### src/rtl/uart_tx_cfg.sv
// uart_tx_cfg: runtime-configurable UART transmitter (5..DATA_W data bits, parity modes, 1/2 stop bits)
// Ports: clk/rst_n clock and async active-low reset; tx_data/tx_valid/tx_ready frame handshake;
//   cfg_dbits/cfg_par/cfg_stop2/baud_div frame format (bit = baud_div+1 clocks), latched on accept;
//   txd serial line (idle high); tx_busy frame in progress; frame_done end-of-frame pulse.
// Option: define UART_TX_BREAK_EN to add brk_req, which holds txd low while asserted in idle.
module uart_tx_cfg #(
  parameter int DATA_W = 8,
  parameter int DIV_W = 16
) (
  input  logic              clk,
  input  logic              rst_n,
  input  logic [DATA_W-1:0] tx_data,
  input  logic              tx_valid,
  output logic              tx_ready,
  input  logic [3:0]        cfg_dbits,
  input  logic [2:0]        cfg_par,
  input  logic              cfg_stop2,
  input  logic [DIV_W-1:0]  baud_div,
`ifdef UART_TX_BREAK_EN
  input  logic              brk_req,
`endif
  output logic              txd,
  output logic              tx_busy,
  output logic              frame_done
);
  typedef enum logic [2:0] {
    IDLE, START, DATA, PARITY, STOP
`ifdef UART_TX_BREAK_EN
    , BREAK, BRK_END
`endif
  } state_t;
  localparam logic [3:0] DW = 4'(DATA_W);
  state_t state, state_n;
  logic [DIV_W-1:0] cnt, cnt_n, div, div_n;
  logic [DATA_W-1:0] shift, shift_n, mask;
  logic [3:0] nb, nb_n, bc, bc_n, n_in;
  logic pen, pen_n, pb, pb_n, s2, s2_n, pb_in, txd_n, tick;
  always_comb begin
    n_in = cfg_dbits < 4'd5 ? 4'd5 : (cfg_dbits > DW ? DW : cfg_dbits);
    mask = '0;
    for (int i = 0; i < DATA_W; i++) mask[i] = 4'(i) < n_in;
    // parity is computed once at accept over the bits that will actually be sent
    pb_in = cfg_par == 3'd1 ? ~^(tx_data & mask) : cfg_par == 3'd2 ? ^(tx_data & mask) : cfg_par == 3'd3;
    tick = cnt == '0;
    state_n = state;
    cnt_n = tick ? div : cnt - 1'b1;
    div_n = div;
    shift_n = shift;
    nb_n = nb;
    bc_n = bc;
    pen_n = pen;
    pb_n = pb;
    s2_n = s2;
    case (state)
      IDLE: begin
        cnt_n = cnt;
`ifdef UART_TX_BREAK_EN
        if (brk_req) state_n = BREAK; else
`endif
        if (tx_valid && tx_ready) begin
          state_n = START;
          cnt_n = baud_div;
          div_n = baud_div;
          shift_n = tx_data;
          nb_n = n_in;
          bc_n = '0;
          pen_n = cfg_par inside {[3'd1:3'd4]};
          pb_n = pb_in;
          s2_n = cfg_stop2;
        end
      end
      START: if (tick) state_n = DATA;
      DATA: if (tick) begin
        shift_n = shift >> 1;
        bc_n = bc + 4'd1;
        if (bc == nb - 4'd1) begin
          state_n = pen ? PARITY : STOP;
          bc_n = '0;
        end
      end
      PARITY: if (tick) state_n = STOP;
      STOP: if (tick) begin
        bc_n = bc + 4'd1;
        if (!s2 || bc == 4'd1) state_n = IDLE;
      end
`ifdef UART_TX_BREAK_EN
      // keep the counter primed so the trailing high period is a full bit
      BREAK: begin
        cnt_n = div;
        if (!brk_req) state_n = BRK_END;
      end
      BRK_END: if (tick) state_n = IDLE;
`endif
      default: state_n = IDLE;
    endcase
    txd_n = state_n == START ? 1'b0 : state_n == DATA ? shift_n[0] : state_n == PARITY ? pb_n : 1'b1;
`ifdef UART_TX_BREAK_EN
    if (state_n == BREAK) txd_n = 1'b0;
`endif
  end
  always_ff @(posedge clk or negedge rst_n)
    if (!rst_n) begin
      state <= IDLE;
      cnt <= '0;
      div <= '0;
      shift <= '0;
      nb <= '0;
      bc <= '0;
      pen <= 1'b0;
      pb <= 1'b0;
      s2 <= 1'b0;
      txd <= 1'b1;
      tx_ready <= 1'b0;
      tx_busy <= 1'b0;
      frame_done <= 1'b0;
    end else begin
      state <= state_n;
      cnt <= cnt_n;
      div <= div_n;
      shift <= shift_n;
      nb <= nb_n;
      bc <= bc_n;
      pen <= pen_n;
      pb <= pb_n;
      s2 <= s2_n;
      txd <= txd_n;
      tx_ready <= state_n == IDLE;
      tx_busy <= state_n != IDLE;
      frame_done <= state == STOP && state_n == IDLE;
    end
endmodule

### config.mk
export PLATFORM = sky130hd
export DESIGN_NAME = uart_tx_cfg
export DESIGN_NICKNAME = d
export VERILOG_FILES = /design/src/rtl/uart_tx_cfg.sv
export SDC_FILE = /design/constraint.sdc
export NUM_CORES = 1
export LEC_CHECK = 0
export ABC_CLOCK_PERIOD_IN_PS = 2700
export CAP_MARGIN = 25
export CORE_MARGIN = 2
export CORE_UTILIZATION = 45
export CTS_BUF_LIST = sky130_fd_sc_hd__clkbuf_2
export CTS_CLUSTER_SIZE = 16
export DETAILED_ROUTE_END_ITERATION = 10
export GPL_TIMING_DRIVEN = 0
export HOLD_SLACK_MARGIN = 0.05
export MAX_ROUTING_LAYER = met4
export PLACE_DENSITY = 0.67
export SYNTH_ARGS = -nofsm -noshare
export SYNTH_HDL_FRONTEND = slang
export SYNTH_SLANG_ARGS = --single-unit
export TNS_END_PERCENT = 20
### constraint.sdc
create_clock -name clk -period 2.7 [get_ports clk]
set_input_delay 0.405 -clock clk [delete_from_list [all_inputs] [get_ports clk]]
set_output_delay 0.405 -clock clk [all_outputs]
set_load 0.01 [all_outputs]
==> impl_metrics.yaml, run 1 <==
final_layout:
  final_core_util: 0.554
  final_layout_size_suffix_gt1_frac: 0.0750
  fill_cells: 647
  multiInputGateArea_um2: 1600
  fin_nets: 435
  layout-area-overhead-vs-synth_pct: 19.8
  antenna-diode-count: 0
  final_cell_count_no_fill: 480
  seq_area_um2: 1450
route:
  routed_wl_um: 7440
  first_pass_iters: 4
  initial_drc_count: 135
  vias: 2642
  viasPerCell: 5.50
  routedWlPerCell_um: 15.5
  drt.antenna.violating_nets: 0
  drt_drc_violations_left: 0
place:
  dp_hpwl_um: 5260
  port_buffers: 38
  worst_setup_timing_slack_at_the_placement_stage_ps: -5.52
  numPlacedInstances: 464
  gp_congestion: 0.796
floorplanning:
  start_util: 0.462
  row_count: 30
  die_h_um: 87.3
  die_width_um: 87.3
  top_level_ports: 39
  core-area_um2: 6760
  die_area_um2: 7620
global_routing:
  maximum_number_of_pins_on_one_net_before_global_route_repair: 37
  grt_pass1_wl_um: 12300
  grt_pass1_vias: 2627
  gr-total-overflow: 0
  groute.usage.overall: 0.217
  grt_antenna_before_repair: 0
flow_run:
  max_cap_viol_count: 0
sta:
  setup_viol: 0
  min_period_over_period: 0.918
  max_freq_ghz: 0.404
  max_slew.worst_pin.slew_ps: 932
  grt_setup_unrepaired: "no"
  slew_headroom: 0.373
  finalMaxSlewViolations: 0
  worst_slack_ps: 222
  period_needed_ps: 2480
  clock_skew_ps: 21.0
  hold_slack_ps: 410
  final_hold_viol_count: 0
synth:
  postSynthRegisterBits: 58
  synth.yosys.seq_area_share: 0.465
  async_flop_share: 1.00
  synthesis.instances: 345
  synth.largest_area_cell: "dfrtp_1"
  netlist-cell-type-count: 50
  syn_area_per_cell_um2: 9.05
  synth-edff-count: 0
  netlist.area_leader.share: 0.457
  synth_top_area_cells: "dfrtp_1 (46%), nand2_1 (11%), o21ai_0 (3.8%)"
  synth.net_count: 384
  ys_warn_count: 0
  dominantRegCellSynth: "dfrtp_1"
  netlist_area_um2: 3120
cts:
  cts_htree_levels: 3
  cts_tree: "done"
  clk_pin_slew_ps: 160
  cts-root-buf: "clkbuf_2"
  cts-buffers-inserted: 9
  numClockSinks: 58
  worstSkewPairLatency_ps: 500
  postCtsSetupBuffers: 0
  maximum_clock_path_buffer_count: 2
worst_setup_path:
  timing.setup.critical_path_class: "reg -> reg"
  setup.worst_path.start: "cnt[0]"
  worstPathBufferInverterCount: 3
  data_required_time_of_the_critical_path_ps: 3070
  critical_path_cell_count: 9
  r2r_slack_ps: 220
  timing.reg2reg.worst_path_depth: 9
  critical_path.startpoint_type: "flip-flop"
  critical_path.max_stage_delay_ps: 460
  cp_slowest_cell: "dfrtp_1"
  path_delay_family: "simple AND/OR/NAND/NOR gates"
  cell_by_cell_trace_of_the_critical_path: "inv_1 -> ha_1 -> nor3b_2 -> and4b_2 -> nand2_1 -> clkbuf_1 -> clkbuf_2 -> o211ai_1 -> o21ai_0"
  cp-end-kind: "flip-flop"
  worstPathArrival_ps: 2850
  timing.critical_path.fanout_max: 10
  regToRegStartpoint: "cnt[0]"
hold_path:
  min-delay-path-class: "in -> async"
run_status:
  run_status: "completed"
pwr:
  power_per_cell_area_nw_per_um2: 850
  p_leak_nw: 1.74
  vdd.ir_drop.worst_v: 0.000320
==> kinds of logic after synthesis <==
group / Yosys count / synth area share
simple gates: 163 / 0.247
compound gates: 72 / 0.153
flops: 58 / 0.465
buf+inv: 21 / 0.0252
xor+xnor: 16 / 0.0581
mux: 11 / 0.0353
fa+ha+maj: 4 / 0.0160
==> cell usage after synthesis (2+ instances only) <==
cell type and count:
and3_1 2, nor3_1 6, clkbuf_1 12, nor4_1 3, mux2i_1 11, nor3_2 2
o211ai_1 13, xnor2_1 8, nand2_1 90, o21ai_0 24, nand3b_1 3, ha_1 4
a211oi_1 3, or3_1 5, nand2b_1 5, o31ai_1 4, a211o_1 3, nor3b_1 2
a22oi_1 6, xor2_1 5, nand3_1 9, inv_1 9, nor2_1 22, or4_1 4
dfrtp_1 57, a21oi_1 7, xnor3_1 3
==> registers in the layout, indices dropped and copies added, names as in the netlist, 3 cells and up <==
| signal | count |
|---|---|
| div | 16 |
| nb | 4 |
| cnt | 16 |
| state | 3 |
| bc | 4 |
| shift | 8 |
==> power breakdown <==
part	switching (mW)	internal, mW	leakage (nW)
registers	0.331	1.23	0.719
logic	0.555	0.536	0.954
clock network	0.318	0.211	0.0692
total	1.20	1.98	1.74
==> metrics by stage <==
| step | instance area [µm²] | power, mW | TNS [ps] |
|---|---|---|---|
| floorplan | 3120 | 2.32 | 0 |
| global placement | 3600 | 2.60 | -39260 |
| detailed placement | 3620 | 2.66 | -20.0 |
| CTS | 3730 | 3.20 | 0 |
| global route | 3740 | 3.46 | 0 |
| finish | 3740 | 3.18 | 0 |
==> routing by layer <==
metal  wire length, µm  vias up  part of all wire  track usage
li1                  -     1323                 -            -
met1              3460     1247              0.47        0.273
met2              3500       56              0.47        0.347
met3               313       16             0.042       0.0303
met4               170        0             0.023       0.0951
met5                 0        -                 0            -
==> path summary, 6_finish.rpt <==
path | endpoint
min in group clk | s2
hold reg to reg | div[4]
hold / removal | cnt[8]
setup / recovery | cnt[3]
max in group asynchronous | txd
setup reg to reg | cnt[3]
==> placed cells by master, fill, tap and decap left out, types with 6 or more instances in the layout <==
master,n
nand2_1,90
dfrtp_1,57
clkdlybuf4s50_1,37
o21ai_0,24
nor2_1,22
o211ai_1,13
clkbuf_2,12
clkbuf_1,11
mux2i_1,11
inv_1,9
nand3_1,9
xnor2_1,8
a21oi_1,7
nor3_1,6
a22oi_1,6
==> cell type report <==
| cell class | instances | area share |
|---|---|---|
| Multi-Input combinational cell | 266 | 0.429 |
| Sequential cell | 58 | 0.388 |
| Timing Repair Buffer | 40 | 0.108 |
| Tap cell | 80 | 0.0268 |
| Clock buffer | 11 | 0.0147 |
| Buffer | 12 | 0.0124 |
| Clock inverter | 4 | 0.0117 |
| Inverter | 9 | 0.00903 |
==> timing repair <==
action,in CTS,in global routing
resized for setup,1,4
endpoints found under the hold margin,22,0
hold buffers,1,0
endpoints found under the setup margin,6,7
(Power assumes the default switching activity.)
==> inputs of run 2 (changes only) <==
--- a/config.mk
+++ b/config.mk
@@ -5,8 +5,9 @@
 export SDC_FILE = /design/constraint.sdc
 export NUM_CORES = 1
 export LEC_CHECK = 0
-export ABC_CLOCK_PERIOD_IN_PS = 2700
+export ABC_CLOCK_PERIOD_IN_PS = 3000
 export CAP_MARGIN = 25
+export CORE_ASPECT_RATIO = 0.5
 export CORE_MARGIN = 2
 export CORE_UTILIZATION = 45
 export CTS_BUF_LIST = sky130_fd_sc_hd__clkbuf_2
@@ -16,6 +17,7 @@
 export HOLD_SLACK_MARGIN = 0.05
 export MAX_ROUTING_LAYER = met4
 export PLACE_DENSITY = 0.67
+export REMOVE_ABC_BUFFERS = 1
 export SYNTH_ARGS = -nofsm -noshare
 export SYNTH_HDL_FRONTEND = slang
 export SYNTH_SLANG_ARGS = --single-unit
==> constraint.sdc (replaced) <==
create_clock -name clk -period 3 [get_ports clk]
set_input_delay 0.45 -clock clk [delete_from_list [all_inputs] [get_ports clk]]
set_output_delay 0.45 -clock clk [all_outputs]
set_load 0.01 [all_outputs]
==> run 2 against run 1 <==
  * Cell area is essentially flat
  * Sequential power shrank 9.6%
  * Flip-flop and latch count unchanged
  * Critical path type unchanged
  * Die area grew 0.53%
  * Utilization grew 0.48 points
  * Final cell count is 0.63% higher
  * Via count about the same
  * Count of clock-buffer cells in the layout down 1
  * Non-clock buffer count decreased by 11
==> impl_metrics.yaml, run 2 (synthesized netlist as in run 1, its figures left out) <==
place:
  port_buffers: 38
  gp_congestion: 0.814
  dp_hpwl_um: 4740
worst_setup_path:
  critical_path.max_stage_delay_ps: 460
  r2r_slack_ps: 320
  timing.reg2reg.worst_path_depth: 8
  cp-end-kind: "flip-flop"
  rr_endpoint: "cnt[2]"
  critical_path.most_common_cell: "o21ai_0"
  timing.setup.critical_path_class: "reg -> reg"
  worstPathArrival_ps: 3050
  cell_by_cell_trace_of_the_critical_path: "inv_1 -> ha_1 -> nor3b_2 -> and4b_1 -> nand2_2 -> o21ai_0 -> o21ai_0 -> a221o_1"
  cp_slowest_cell: "dfrtp_1"
  timing.critical_path.fanout_max: 20
  regToRegStartpoint: "cnt[0]"
  critical_path.startpoint_type: "flip-flop"
  data_required_time_of_the_critical_path_ps: 3370
route:
  drt_drc_violations_left: 0
  drt.antenna.violating_nets: 0
  initial_drc_count: 144
  viasPerCell: 5.47
  vias: 2644
  routedWlPerCell_um: 14.5
  first_pass_iters: 4
  routed_wl_um: 7000
sta:
  final_hold_viol_count: 0
  min_period_over_period: 0.893
  max_slew.worst_pin.slew_ps: 984
  setup_viol: 0
  grt_setup_unrepaired: "no"
  clock_skew_ps: 28.4
  period_needed_ps: 2680
  hold_slack_ps: 456
  slew_headroom: 0.343
  max_freq_ghz: 0.373
  finalMaxSlewViolations: 0
floorplanning:
  die_area_um2: 7660
  core-area_um2: 6700
  die_h_um: 62.9
  top_level_ports: 39
  start_util: 0.466
  die_width_um: 122
  row_count: 21
cts:
  numClockSinks: 58
  cts-buffers-inserted: 9
  worstSkewPairLatency_ps: 480
  cts_htree_levels: 3
  clk_pin_slew_ps: 170
  postCtsSetupBuffers: 0
  cts-root-buf: "clkbuf_2"
  cts_tree: "done"
  maximum_clock_path_buffer_count: 2
final_layout:
  fin_nets: 425
  layout-area-overhead-vs-synth_pct: 19.8
  final_common_cell: "nand2_1"
  mostFrequentLayoutCells: "nand2_1 (89), dfrtp_1 (57), clkdlybuf4s50_1 (37), o21ai_0 (24), nor2_1 (21)"
  reg.largest.list: "cnt x16, div x16, shift x8"
  final_layout_size_suffix_gt1_frac: 0.0870
  antenna-diode-count: 0
  fill_cells: 635
global_routing:
  grt_pass1_wl_um: 11700
  gr-total-overflow: 0
  groute.usage.overall: 0.198
  grt_pass1_vias: 2589
  grt_antenna_before_repair: 0
  maximum_number_of_pins_on_one_net_before_global_route_repair: 38
pwr:
  net_switching_fraction_of_the_power: 0.377
  power_per_cell_area_nw_per_um2: 762
  vdd.ir_drop.worst_v: 0.000237
  total_switching_power_mw: 1.08
  totalPowerFinal_mw: 2.85
  fraction_of_power_consumed_by_sequential_logic: 0.493
  internal_power_mw: 1.78
  p_leak_nw: 1.74
  power_frac_clock: 0.168
  combinationalPowerShare: 0.339
run_status:
  run_status: "completed"
hold_path:
  min-delay-path-class: "in -> async"
flow_run:
  max_cap_viol_count: 0
==> run 2: worst max-delay path by stage <==
stage,start,end,slack (ps),cells past startpoint
finish,cnt[0],cnt[2],320,8
global route,cnt[0],cnt[2],120,8
CTS,cnt[0],cnt[2],10,8
detailed placement,tx_valid,bc[3],-280,6
global placement,tx_valid,bc[3],-1520,6
floorplan,state[2],bc[3],-60,5
==> run 2: final cells by class <==
type | count | area, µm² | share of cell area
clock inverters | 6 | 57.6 | 0.0154
clock buffers | 10 | 50.0 | 0.0134
multi-input cells | 267 | 1610 | 0.431
well taps | 92 | 115 | 0.0308
flip-flops and latches | 58 | 1450 | 0.388
repair buffers | 41 | 420 | 0.112
inverters | 9 | 33.8 | 0.00903
==> run 2: through the flow <==
stage	TNS, ps	setup slack, ps	cell area, µm²	cells	util
final	0	322	3740	483	0.559
after global routing	0	124	3740	483	0.559
after detailed placement	-1210	-285	3610	465	0.539
after global placement	-60890	-1520	3570	463	0.533
after CTS	0	11.2	3730	482	0.556
after floorplan	-102	-64.9	3080	333	-
==> run 2: power by group through the flow <==
stage          sequential (mW)  combinational (mW)  clock (mW)
2_1_floorplan             1.34               0.737           0
3_5_place_dp              1.42               0.962           0
6_report                  1.41               0.966       0.480
3_3_place_gp              1.40               0.919           0
4_1_cts                   1.40               0.969       0.491
5_1_grt                   1.46                1.11       0.529
==> run 2: repair_timing <==
item | CTS | global route
hold endpoints to repair | 20 | 0
hold buffers | 1 | 0
setup endpoints to repair | 0 | 6
gates resized for setup | 0 | 2
==> run 2: critical path: cells and delay by family, from the launching register on <==
family | cells | cell delay (ps)
compound gates | 3 | 820
flops | 1 | 460
fa+ha+maj | 1 | 190
buf+inv | 1 | 80
simple gates | 3 | 1020
==> run 2: per-layer routing <==
metal / GRT usage / share of wire / vias up
met2: 0.314 / 0.46 / 55
met3: 0.0511 / 0.053 / 8
met5: - / 0 / -
met1: 0.249 / 0.48 / 1279
met4: 0.0632 / 0.010 / 0
li1: - / - / 1302
